--- config.mk ---
export PLATFORM = sky130hd
export DESIGN_NAME = frame_swap_ctrl
export DESIGN_NICKNAME = d
export VERILOG_FILES = /design/src/rtl/frame_ctrl_pkg.sv /design/src/rtl/raster_counter.sv /design/src/rtl/frame_swap_ctrl.sv
export SDC_FILE = /design/constraint.sdc
export NUM_CORES = 1
export LEC_CHECK = 0
export BUFFER_PORTS_ARGS = -buffer_cell sky130_fd_sc_hd__buf_2
export CAP_MARGIN = 30
export CELL_PAD_IN_SITES_DETAIL_PLACEMENT = 0
export CELL_PAD_IN_SITES_GLOBAL_PLACEMENT = 1
export CORE_MARGIN = 1.5
export CORE_UTILIZATION = 38
export DETAILED_ROUTE_END_ITERATION = 7
export GPL_ROUTABILITY_DRIVEN = 0
export GPL_TIMING_DRIVEN = 0
export PLACE_DENSITY_LB_ADDON = 0.1
export SLEW_MARGIN = 20
export SYNTH_ARGS = -nofsm -noshare
export SYNTH_HDL_FRONTEND = slang
export SYNTH_SLANG_ARGS = --single-unit
--- constraint.sdc ---
create_clock -name clk -period 5.7 [get_ports clk]
set_input_delay 0 -clock clk [delete_from_list [all_inputs] [get_ports clk]]
set_output_delay 0 -clock clk [all_outputs]
set_load 0.05 [all_outputs]
--- src/rtl/frame_ctrl_pkg.sv ---
`default_nettype none
// +--------------------------------------------------------------------------+
// | frame_ctrl_pkg                                                           |
// | Shared state encoding and width helpers for frame_swap_ctrl and its      |
// | raster walker. Supplies default frame sizes when the build has none.     |
// | Rev 1.0                                                                  |
// +--------------------------------------------------------------------------+
`ifndef H_FRAME_HT
`define H_FRAME_HT 640
`endif
`ifndef V_FRAME_HT
`define V_FRAME_HT 480
`endif

package frame_ctrl_pkg;

    typedef enum logic [1:0] {
        CLEAR  = 2'd0,
        RENDER = 2'd1,
        READY  = 2'd2
    } fsc_state_t;

    // Counter width for n positions; never narrower than one bit.
    function automatic int cnt_w(input int n);
        return (n > 1) ? $clog2(n) : 1;
    endfunction

endpackage

`default_nettype wire

--- src/rtl/raster_counter.sv ---
`default_nettype none
// +--------------------------------------------------------------------------+
// | raster_counter                                                           |
// | Row-major row/column walker for full-frame sweeps. Steps on advance_i,   |
// | flags the final pixel on last_o and wraps to (0,0) after it.             |
// | Rev 1.0                                                                  |
// +--------------------------------------------------------------------------+
module raster_counter
    import frame_ctrl_pkg::*;
#(
    parameter int H_PIX = 4,
    parameter int V_PIX = 3
) (
    input  logic                    clk,
    input  logic                    rst,
    input  logic                    advance_i,
    output logic [cnt_w(V_PIX)-1:0] row_o,
    output logic [cnt_w(H_PIX)-1:0] col_o,
    output logic                    last_o
);

    localparam int c_ROW_W = cnt_w(V_PIX);
    localparam int c_COL_W = cnt_w(H_PIX);
    localparam logic [c_ROW_W-1:0] c_ROW_LAST = c_ROW_W'(V_PIX - 1);
    localparam logic [c_COL_W-1:0] c_COL_LAST = c_COL_W'(H_PIX - 1);

    logic [c_ROW_W-1:0] row_q, row_d;
    logic [c_COL_W-1:0] col_q, col_d;
    logic               w_col_wrap;

    assign w_col_wrap = (col_q == c_COL_LAST);

    always_comb begin
        row_d = row_q;
        col_d = col_q;
        if (advance_i) begin
            if (w_col_wrap) begin
                col_d = '0;
                row_d = (row_q == c_ROW_LAST) ? '0 : row_q + 1'b1;
            end else begin
                col_d = col_q + 1'b1;
            end
        end
    end

    always_ff @(posedge clk) begin
        if (rst) begin
            row_q <= '0;
            col_q <= '0;
        end else begin
            row_q <= row_d;
            col_q <= col_d;
        end
    end

    assign row_o  = row_q;
    assign col_o  = col_q;
    assign last_o = w_col_wrap && (row_q == c_ROW_LAST);

endmodule

`default_nettype wire

--- src/rtl/frame_swap_ctrl.sv ---
`default_nettype none
// +--------------------------------------------------------------------------+
// | frame_swap_ctrl                                                          |
// | Double-buffer sequencer: clear back buffer, run renderer, swap on        |
// | vblank. Back-buffer clear is built only when FRAME_CLEAR_EN is defined.  |
// | Rev 1.0                                                                  |
// +--------------------------------------------------------------------------+
`ifndef H_FRAME_HT
`define H_FRAME_HT 640
`endif
`ifndef V_FRAME_HT
`define V_FRAME_HT 480
`endif

module frame_swap_ctrl
    import frame_ctrl_pkg::*;
#(
    parameter int H_PIX  = `H_FRAME_HT,
    parameter int V_PIX  = `V_FRAME_HT,
    parameter int MISS_W = 16
) (
    input  logic                    clk,
    input  logic                    rst,
    input  logic                    refresh,
    input  logic                    render_done,
    input  logic                    clr_ready,
    output logic                    front_sel,
    output logic                    render_go,
    output logic                    swap,
    output logic                    clr_we,
    output logic [cnt_w(V_PIX)-1:0] clr_row,
    output logic [cnt_w(H_PIX)-1:0] clr_col,
    output logic [MISS_W-1:0]       missed
);

    fsc_state_t        state_q;
    logic              front_sel_q;
    logic              render_go_q;
    logic              swap_q;
    logic              run_q;
    logic [MISS_W-1:0] missed_q;
    logic              w_clr_adv;
    logic              w_clr_last;
    logic              w_done_ok;

`ifdef FRAME_CLEAR_EN
    localparam fsc_state_t c_INIT_STATE = CLEAR;
    localparam logic       c_GO_ON_SWAP = 1'b0;

    logic w_clr_active;

    // run_q keeps clr_we low for the reset cycle without a path from rst.
    assign w_clr_active = (state_q == CLEAR) && run_q;
    assign w_clr_adv    = w_clr_active && clr_ready;
    assign clr_we       = w_clr_active;

    raster_counter #(
        .H_PIX (H_PIX),
        .V_PIX (V_PIX)
    ) u_raster (
        .clk       (clk),
        .rst       (rst),
        .advance_i (w_clr_adv),
        .row_o     (clr_row),
        .col_o     (clr_col),
        .last_o    (w_clr_last)
    );
`else
    localparam fsc_state_t c_INIT_STATE = RENDER;
    localparam logic       c_GO_ON_SWAP = 1'b1;

    logic w_unused_clr_ready;

    assign w_unused_clr_ready = clr_ready;
    assign w_clr_adv          = 1'b0;
    assign w_clr_last         = 1'b0;
    assign clr_we             = 1'b0;
    assign clr_row            = '0;
    assign clr_col            = '0;
`endif

    // Completion is ignored until the renderer has seen its go pulse.
    assign w_done_ok = run_q && !render_go_q;

    always_ff @(posedge clk) begin
        if (rst) begin
            state_q     <= c_INIT_STATE;
            front_sel_q <= 1'b0;
            render_go_q <= 1'b0;
            swap_q      <= 1'b0;
            run_q       <= 1'b0;
            missed_q    <= '0;
        end else begin
            run_q       <= 1'b1;
            render_go_q <= 1'b0;
            swap_q      <= 1'b0;
            if (refresh && (state_q != READY) && (missed_q != '1)) begin
                missed_q <= missed_q + 1'b1;
            end
            case (state_q)
                CLEAR: begin
                    if (w_clr_adv && w_clr_last) begin
                        state_q     <= RENDER;
                        render_go_q <= 1'b1;
                    end
                end
                RENDER: begin
                    if (!run_q) begin
                        render_go_q <= 1'b1;
                    end
                    if (render_done && w_done_ok) begin
                        state_q <= READY;
                    end
                end
                READY: begin
                    if (refresh) begin
                        front_sel_q <= !front_sel_q;
                        swap_q      <= 1'b1;
                        render_go_q <= c_GO_ON_SWAP;
                        state_q     <= c_INIT_STATE;
                    end
                end
                default: state_q <= c_INIT_STATE;
            endcase
        end
    end

    assign front_sel = front_sel_q;
    assign render_go = render_go_q;
    assign swap      = swap_q;
    assign missed    = missed_q;

endmodule

`default_nettype wire
==> impl_metrics.env <==
export IMPL_n_antenna_cell=0
export IMPL_cts_resized=0
export IMPL_crit_path_end_kind="flop"
export IMPL_whs_ns=0.0327
export IMPL_clk_latency_ns=0.31
export IMPL_wl_um=2730
export IMPL_p_leak_nw=0.726
export IMPL_synth_largest_area_cell="dfxtp_1"
export IMPL_wl_met2_um=1260
export IMPL_worstPathArrival_ns=2.22
export IMPL_nets=202
export IMPL_ys_warnings_count=0
export IMPL_cp_cell_sequence="inv_1, ha_1, and4b_1, nand3_1, or4_1, and3_1"
export IMPL_cts_tree="built"
export IMPL_worst_slew_pin_slew_ns=0.570
export IMPL_clkTransAtPathRegs_ns=0.12
export IMPL_vias=1144
export IMPL_fin_skew_ns=0.00141
export IMPL_die_area_mm2=0.00369
export IMPL_ant_nets=0
export IMPL_multi_input_area_um2=712
export IMPL_wl_met3_um=127
export IMPL_netlist_area_leader_share=0.347
export IMPL_cpMaxStageDelayCell="or4_1"
export IMPL_synth_distinct_cells=35
export IMPL_avgSynthCellArea_um2=8.63
export IMPL_slew_viol_final=0
export IMPL_drv_cap=0
export IMPL_yosysSeqAreaShare=0.347
export IMPL_hpwl_um=2110
export IMPL_first_global_vias=1004
export IMPL_chipHeight_um=60.8
export IMPL_finalCritPeriodShare=0.351
export IMPL_power_total_w=0.000414
export IMPL_yosys_top_cells_area="dfxtp_1, buf_4, ha_1"
export IMPL_startpoint_type="flop"
export IMPL_wirelength_met1_um=1290
export IMPL_critPathMaxFanout=7
export IMPL_area_delta_synth_final_pct=22.8
export IMPL_ys_seq_elements=22
export IMPL_p_per_area_mw_per_mm2=266
export IMPL_maxClockFrequency_mhz=500
export IMPL_final_min_clock_period_ns=2.00
export IMPL_post_cts_setup_buffers=0
export IMPL_drive_above_1_share=0.266
export IMPL_grt_pass1_wl_um=4460
export IMPL_syn_area_mm2=0.00127
export IMPL_via_per_inst=4.85
export IMPL_relSlewSlack=0.617
export IMPL_grt_max_degree=14
export IMPL_max_vdd_ir_drop_uv=143
export IMPL_first_iter_violations=30
export IMPL_crit_type="reg -> reg"
export IMPL_placementRows=20
export IMPL_io_pins=44
export IMPL_h_tree_depth=1
export IMPL_fin_tns_setup_ns=0
export IMPL_route_detailed_drc=0
export IMPL_n_fill_cell=336
export IMPL_rsz0062_at_grt="no"
export IMPL_cts_max_path_buffers=2
export IMPL_overflow=0
export IMPL_cts_root_buffer="clkbuf_4"
export IMPL_coreArea_mm2=0.00310
export IMPL_syn_inst=147
export IMPL_first_pass_iters=4
export IMPL_setup_viol=0
export IMPL_seq_area_um2=440
export IMPL_worstPathRequired_ns=5.92
export IMPL_die_w_um=60.8
export IMPL_antenna_found_initial=0
export IMPL_initial_utilization=0.409
export IMPL_finalHoldViolCount=0
export IMPL_ctsHoldBuffers=0
export IMPL_min_path_type="in -> reg"
export IMPL_status="finished, final reports clean"
export IMPL_cts_buffers=3
export IMPL_final_cell_mix="dfxtp_1, buf_2, buf_4, conb_1, nand2_1"
export IMPL_track_usage=0.160
export IMPL_portBuffers=22
export IMPL_clkSinkCount=22
export IMPL_cpPeakStageDelay_ns=0.53
export IMPL_wl_per_cell_um=11.6
export IMPL_top_layer="met4"
==> logic make-up after synthesis <==
| group | synth area share |
|---|---|
| simple gates | 0.263 |
| fa+ha+maj | 0.0394 |
| xor+xnor | 0.00690 |
| mux | 0.0503 |
| compound gates | 0.142 |
| other cells | 0.00296 |
| flops | 0.347 |
| buf+inv | 0.148 |
==> Yosys cell counts <==
master    number
o41ai_1        2
conb_1         1
mux2_2         3
buf_1          1
nand4b_1       1
a31oi_1        3
nand4_1        3
nand4_4        1
nor3_1         4
nand3b_1       1
and3_1         3
a211oi_1       4
nor2b_1        3
clkbuf_1       1
nor4_1         2
ha_1           4
o311ai_0       1
inv_1          8
o31ai_1        5
nand2_1       13
a211o_1        1
nor2_1        10
buf_4         20
mux2i_1        3
nor4_4         1
or3_1          3
and4b_1        2
nand3_1        3
a21oi_1        6
dfxtp_1       22
and4_1         1
or4_1          5
xor2_1         1
o21ai_0        4
a221oi_1       1
==> worst max-delay path, delay by kind of cell, from the launching register on <==
| family | cells | cell delay (ns) |
|---|---|---|
| simple gates | 4 | 1.20 |
| flops | 1 | 0.36 |
| fa+ha+maj | 1 | 0.27 |
| buf+inv | 1 | 0.08 |
==> final timing paths <==
kind,start,endpoint,cells after the start,slack (ns)
hold reg to reg,missed[1],missed[1],2,0.51
hold / removal,refresh,swap,3,0.03
setup reg to reg,state_q[0],missed[15],6,3.70
setup / recovery,state_q[0],missed[15],6,3.70
==> flip-flops by register name, summed over array words and instances, names as in the netlist <==
register and cells:
run_q 1, swap 1, missed 16, render_go 1
state_q 2, front_sel 1
==> power by group <==
| group | switching, W | internal, W | leakage, nW |
|---|---|---|---|
| logic | 0.0000825 | 0.0000374 | 0.520 |
| clock network | 0.0000492 | 0.0000711 | 0.0279 |
| registers | 0.00000884 | 0.000165 | 0.179 |
| total | 0.000141 | 0.000274 | 0.726 |
==> through the flow <==
step | utilization | worst slack [ns] | instance area [um2] | instances
floorplan | - | 3.67 | 1340 | 166
finish | 0.502 | 3.70 | 1560 | 236
global route | 0.502 | 3.53 | 1560 | 236
detailed placement | 0.485 | 3.74 | 1510 | 232
CTS | 0.502 | 3.71 | 1560 | 236
global placement | 0.485 | 3.75 | 1510 | 232
==> routing by layer <==
metal / up-vias / GRT usage
met3: 7 / 0.0192
met2: 29 / 0.273
li1: 588 / -
met4: 0 / 0.0683
met5: - / 0
met1: 520 / 0.202
==> cell type report <==
type	instances	share of cell area
Inverter	8	0.0193
Buffer	22	0.101
Tap cell	44	0.0353
Clock inverter	1	0.0193
Clock buffer	3	0.0145
Timing Repair Buffer	22	0.0707
Multi-Input combinational cell	114	0.457
Sequential cell	22	0.283
Note: power is estimated with default switching activity, not from simulation.
